File: src/rtl/alu_pkg.sv
// Shared types for the ALU operand loader, the ALU and its bench.
// Holds the entry-sequence states, the opcode encoding and the LED stage decode.
package alu_pkg;

  typedef enum logic [1:0] {
    WAIT_A  = 2'd0,
    WAIT_B  = 2'd1,
    WAIT_OP = 2'd2,
    SHOW    = 2'd3
  } state_t;

  typedef enum logic [1:0] {
    OP_SUB = 2'b00,
    OP_ADD = 2'b01,
    OP_OR  = 2'b10,
    OP_AND = 2'b11
  } opcode_t;

  localparam logic [2:0] STAGE_A    = 3'b001;
  localparam logic [2:0] STAGE_B    = 3'b010;
  localparam logic [2:0] STAGE_OP   = 3'b100;
  localparam logic [2:0] STAGE_DONE = 3'b000;

  // One-hot LED pattern for each entry state.
  function automatic logic [2:0] stage_of(state_t s);
    case (s)
      WAIT_A:  return STAGE_A;
      WAIT_B:  return STAGE_B;
      WAIT_OP: return STAGE_OP;
      default: return STAGE_DONE;
    endcase
  endfunction

endpackage

File: src/rtl/alu_operand_loader_if.sv
// Switch/button inputs and registered ALU operand outputs of the operand loader.
// The master side drives the user inputs; the slave side is the loader itself.
interface alu_operand_loader_if #(
  parameter int M = 8
);
  logic [M-1:0] data_in;
  logic         load;
  logic         clear;
  logic [M-1:0] A;
  logic [M-1:0] B;
  logic [1:0]   OpCode;
  logic         valid;
  logic [2:0]   stage;

  modport master (
    output data_in, load, clear,
    input  A, B, OpCode, valid, stage
  );

  modport slave (
    input  data_in, load, clear,
    output A, B, OpCode, valid, stage
  );
endinterface

File: src/rtl/edge_detect.sv
// Rising-edge detector for a clk-synchronous level; emits a one-cycle pulse.
// History resets to 1 so a level already high at reset release is not taken as an edge.
module edge_detect (
  input  logic clk,
  input  logic reset_n,
  input  logic level,
  output logic pulse
);

  logic level_q;

  // NOTE: state registers use non-blocking assignments so every flop samples pre-edge values.
  always_ff @(posedge clk or negedge reset_n) begin
    if (!reset_n) level_q <= 1'b1;
    else          level_q <= level;
  end

  assign pulse = level & ~level_q;

endmodule

File: src/rtl/alu_operand_loader.sv
// Sequences A, B and OpCode entry from switches on successive load presses,
// then holds the complete operand set with valid high until the next press.
module alu_operand_loader
  import alu_pkg::*;
#(
  parameter int M = 8
) (
  input  logic                 clk,
  input  logic                 reset_n,
  alu_operand_loader_if.slave  bus
);

  state_t       state_q, state_d;
  logic [M-1:0] a_q, b_q;
  opcode_t      op_q;
  logic         valid_q;
  logic         accept;
  logic         cap_a, cap_b, cap_op;

  // History keeps tracking load even while clear overrides the FSM.
  edge_detect u_edge (
    .clk     (clk),
    .reset_n (reset_n),
    .level   (bus.load),
    .pulse   (accept)
  );

  always_ff @(posedge clk or negedge reset_n) begin
    if (!reset_n) state_q <= WAIT_A;
    else          state_q <= state_d;
  end

  // NOTE: every always_comb output gets a default first so no path infers a latch.
  always_comb begin
    state_d = state_q;
    cap_a   = 1'b0;
    cap_b   = 1'b0;
    cap_op  = 1'b0;
    if (bus.clear) begin
      state_d = WAIT_A;
    end else if (accept) begin
      case (state_q)
        WAIT_A:  begin cap_a  = 1'b1; state_d = WAIT_B;  end
        WAIT_B:  begin cap_b  = 1'b1; state_d = WAIT_OP; end
        WAIT_OP: begin cap_op = 1'b1; state_d = SHOW;    end
        default: state_d = WAIT_A;
      endcase
    end
  end

  // NOTE: operand registers are reset explicitly; partial entries must not survive a reset.
  always_ff @(posedge clk or negedge reset_n) begin
    if (!reset_n) begin
      a_q     <= '0;
      b_q     <= '0;
      op_q    <= OP_SUB;
      valid_q <= 1'b0;
    end else begin
      valid_q <= (state_d == SHOW);
      if (bus.clear) begin
        a_q  <= '0;
        b_q  <= '0;
        op_q <= OP_SUB;
      end else begin
        if (cap_a)  a_q  <= bus.data_in;
        if (cap_b)  b_q  <= bus.data_in;
        if (cap_op) op_q <= opcode_t'(bus.data_in[1:0]);
      end
    end
  end

  assign bus.A      = a_q;
  assign bus.B      = b_q;
  assign bus.OpCode = op_q;
  assign bus.valid  = valid_q;
  assign bus.stage  = stage_of(state_q);

endmodule

File: src/flat_wrapper.sv
// flat-port wrapper written by rule: the top's interface ports become plain ports
module alu_operand_loader_flat import alu_pkg::*;
#(
  parameter int M = 8
)
  (clk, reset_n, bus_data_in, bus_load, bus_clear, bus_A, bus_B, bus_OpCode, bus_valid, bus_stage);
  alu_operand_loader_if #(.M(M)) bus_i ();
  input  logic clk;
  input  logic reset_n;
  input wire logic [$bits(bus_i.data_in)-1:0] bus_data_in;
  input wire logic [$bits(bus_i.load)-1:0] bus_load;
  input wire logic [$bits(bus_i.clear)-1:0] bus_clear;
  output wire logic [$bits(bus_i.A)-1:0] bus_A;
  output wire logic [$bits(bus_i.B)-1:0] bus_B;
  output wire logic [$bits(bus_i.OpCode)-1:0] bus_OpCode;
  output wire logic [$bits(bus_i.valid)-1:0] bus_valid;
  output wire logic [$bits(bus_i.stage)-1:0] bus_stage;
  assign bus_i.data_in = bus_data_in;
  assign bus_i.load = bus_load;
  assign bus_i.clear = bus_clear;
  assign bus_A = bus_i.A;
  assign bus_B = bus_i.B;
  assign bus_OpCode = bus_i.OpCode;
  assign bus_valid = bus_i.valid;
  assign bus_stage = bus_i.stage;
  alu_operand_loader #(.M(M)) u_core (.clk(clk), .reset_n(reset_n), .bus(bus_i));
endmodule
File: config.mk
export PLATFORM = sky130hd
export DESIGN_NAME = alu_operand_loader_flat
export DESIGN_NICKNAME = d
export VERILOG_FILES = /design/src/rtl/alu_pkg.sv /design/src/rtl/alu_operand_loader_if.sv /design/src/rtl/edge_detect.sv /design/src/rtl/alu_operand_loader.sv /design/src/flat_wrapper.sv
export SDC_FILE = /design/constraint.sdc
export NUM_CORES = 1
export LEC_CHECK = 0
export CAP_MARGIN = 20
export CORE_MARGIN = 2
export CORE_UTILIZATION = 43
export DETAILED_ROUTE_END_ITERATION = 16
export HOLD_SLACK_MARGIN = 0.03
export PLACE_DENSITY = 0.77
export SETUP_SLACK_MARGIN = 0.02
export SLEW_MARGIN = 10
export SYNTH_ARGS = -nofsm -noshare
export SYNTH_HDL_FRONTEND = slang
export SYNTH_SLANG_ARGS = --single-unit
File: constraint.sdc
create_clock -name clk -period 1.8 [get_ports clk]
set_input_delay 0.27 -clock clk [delete_from_list [all_inputs] [get_ports clk]]
set_output_delay 0.27 -clock clk [all_outputs]
set_load 0.01 [all_outputs]
==> results.json <==
{
  "outcome": "completed",
  "final_util": 0.6383,
  "ant_nets": 0,
  "yosys.area.top_type": "dfrtp_1",
  "regArea_um2": 551.8,
  "syn_nets": 115,
  "whs_ps": 292.9,
  "drcViolationCount": 0,
  "cts_tree": "built",
  "overflow": 0,
  "netlist_top_cells_area": "dfrtp_1, nand2_1, a21oi_1",
  "die_area_mm2": 0.002604,
  "area_delta_synth_final_pct": 44.21,
  "cp.buffers_inverters": 2,
  "netlist_instances": 99,
  "setup_viol": 0,
  "synth_top_area_frac": 0.5526,
  "fmax_ghz": 0.6240,
  "cp.arrival_ps": 1330,
  "cpPeakStageDelay_ps": 420,
  "critPathTopFamily": "flip-flops",
  "critical_path_depth": 3,
  "ys_warn_count": 0,
  "first_pass_iters": 7,
  "synth.distinct_cells": 15,
  "rsz0062_at_grt": "no",
  "multi_input_area_um2": 376.6,
  "grt_pass1_wl_mm": 3.622,
  "via_count": 786,
  "clock_skew_ps": 5.122,
  "synthesis.area_um2": 950.9,
  "post-route-min-period_ps": 1602,
  "top_layer_used": "met4",
  "numCtsBuffers": 3,
  "wl_per_cell_um": 12.45,
  "clockBufferDepth": 2,
  "period_share": 0.8903,
  "met1_length_um": 874,
  "dp_hpwl_mm": 1.559,
  "ir_drop_v": 0.0005115,
  "synth_seq_cells": 22,
  "tns_ps": 0,
  "clock_latency_ps": 300,
  "critPathKind": "reg -> out",
  "slew_headroom": 0.7979,
  "min_path_type": "in -> async",
  "viasPerCell": 4.764,
  "wl_met2_mm": 1.105,
  "p_leak_nw": 0.6134,
  "crit_path_max_fanout": 4,
  "final_common_cell": "nand2_1",
  "layout_common_cells": "nand2_1, clkdlybuf4s50_1, dfrtp_1, a21oi_1, buf_4",
  "ys_seq_area_frac": 0.5803,
  "power.density_mw_per_mm2": 676.3,
  "die_width_um": 51.03,
  "htree_levels": 1,
  "cts_sinks": 22,
  "finalMaxSlewViolations": 0,
  "path_cells": "inv_1, ha_1, dlygate4sd2_1",
  "cp_slowest_cell": "dfrtp_1",
  "antenna_found_initial": 0,
  "endpoint_kind": "primary output",
  "path_clk_slew_ps": 120,
  "dp.cells": 159,
  "gp_congestion": 0.7636,
  "grt_max_degree": 23,
  "finalHoldViolCount": 0,
  "drive_gt1_frac": 0.07299,
  "synth_area_per_cell_um2": 9.605,
  "r2r_cells": 5,
  "initial_core_util": 0.4426,
  "rows": 17,
  "cp.required_ps": 1530,
  "fillers": 182,
  "die_h_um": 51.03,
  "met3_length_um": 43,
  "drt_iter0_drc": 9,
  "stdcell_count": 165,
  "routed_wl_mm": 2.054,
  "start_kind": "flop",
  "grtUsageTotal": 0.1826,
  "max-cap-violations": 0,
  "nets": 154,
  "ctsHoldBuffers": 0,
  "antenna_cells_inserted": 0,
  "pin_count": 34,
  "root_buffer": "clkbuf_4",
  "coreArea_mm2": 0.002148,
  "port_buffers": 33,
  "grt_pass1_vias": 778,
  "tightest_slew_ps": 302.2
}
-- area by class of cell --
cell class                      instances  share of cell area
Clock buffer                            4             0.02646
Inverter                                2            0.005474
Multi-Input combinational cell         71              0.2746
Sequential cell                        22              0.4024
Tap cell                               28             0.02555
Timing Repair Buffer                   38              0.2655
-- worst register-to-register path: stages (launching register included) --
cell	delay [ps]
dfrtp_1	430
inv_1	100
ha_1	220
nor2_1	70
or4b_1	510
a21oi_1	160
-- where the power goes --
group / total [W] / switching [W] / internal [W]
clock: 0.000267 / 0.000143 / 0.000123
combinational: 0.000140 / 0.0000684 / 0.0000715
sequential: 0.000521 / 0.0000104 / 0.000510
-- cells by family (layout without fill, tap and decap cells) --
group	Yosys count	after routing	share of synthesized area
muxes	3	3	0.03158
and+or+nand+nor	46	46	0.2171
DFF	22	22	0.5803
AOI/OAI and AO/OA	18	18	0.09474
adders and majority gates	4	4	0.05263
buffers and inverters	6	44	0.02368
-- synth_stat cells --
cell type	number
a21oi_1	18
and3b_1	2
clkbuf_1	4
dfrtp_1	21
dfstp_2	1
ha_1	4
inv_1	2
mux2i_1	3
nand2_1	33
nand2b_1	1
nand3_1	1
nand3b_1	3
nor2_1	4
or3_1	1
or4b_1	1
-- stage by stage --
| step | worst slack, ps | instance area [um2] | total power (W) |
|---|---|---|---|
| global route | 104.3 | 1371 | 0.0009748 |
| floorplan | 330.6 | 950.9 | 0.0005836 |
| finish | 197.5 | 1371 | 0.0009274 |
| global placement | 248.1 | 1324 | 0.0006683 |
| detailed placement | 187.9 | 1324 | 0.0006715 |
| CTS | 209.6 | 1371 | 0.0009329 |
-- path summary, 6_finish.rpt --
kind	start	to	slack [ps]
max in group asynchronous	reset_n	u_core.u_edge.level_q	1230
worst max register to register	u_core.state_q[0]	u_core.bus.valid	240
worst max-delay path	u_core.state_q[0]	bus_stage[0]	200
worst min register to register	u_core.bus.B[1]	u_core.bus.B[1]	530
min in group clk	u_core.bus.B[1]	u_core.bus.B[1]	530
worst min-delay path	reset_n	u_core.bus.B[5]	290
-- metal layers --
metal	track usage	vias up
met2	0.3247	13
li1	-	399
met5	0	-
met4	0.06757	0
met3	0.01754	2
met1	0.2288	372
-- repair_timing --
item                       4_1_cts  5_1_grt
setup endpoints to repair        3        0
setup buffers                    2        0
gates resized for setup          3        0
-- state kept, by name, indices dropped and copies added, names as in the netlist --
name and flops:
u_core.u_edge.level_q 1, u_core.state_q 2, u_core.bus.OpCode 2, u_core.bus.A 8, u_core.bus.valid 1, u_core.bus.B 8
Note: power is estimated with default switching activity, not from simulation.
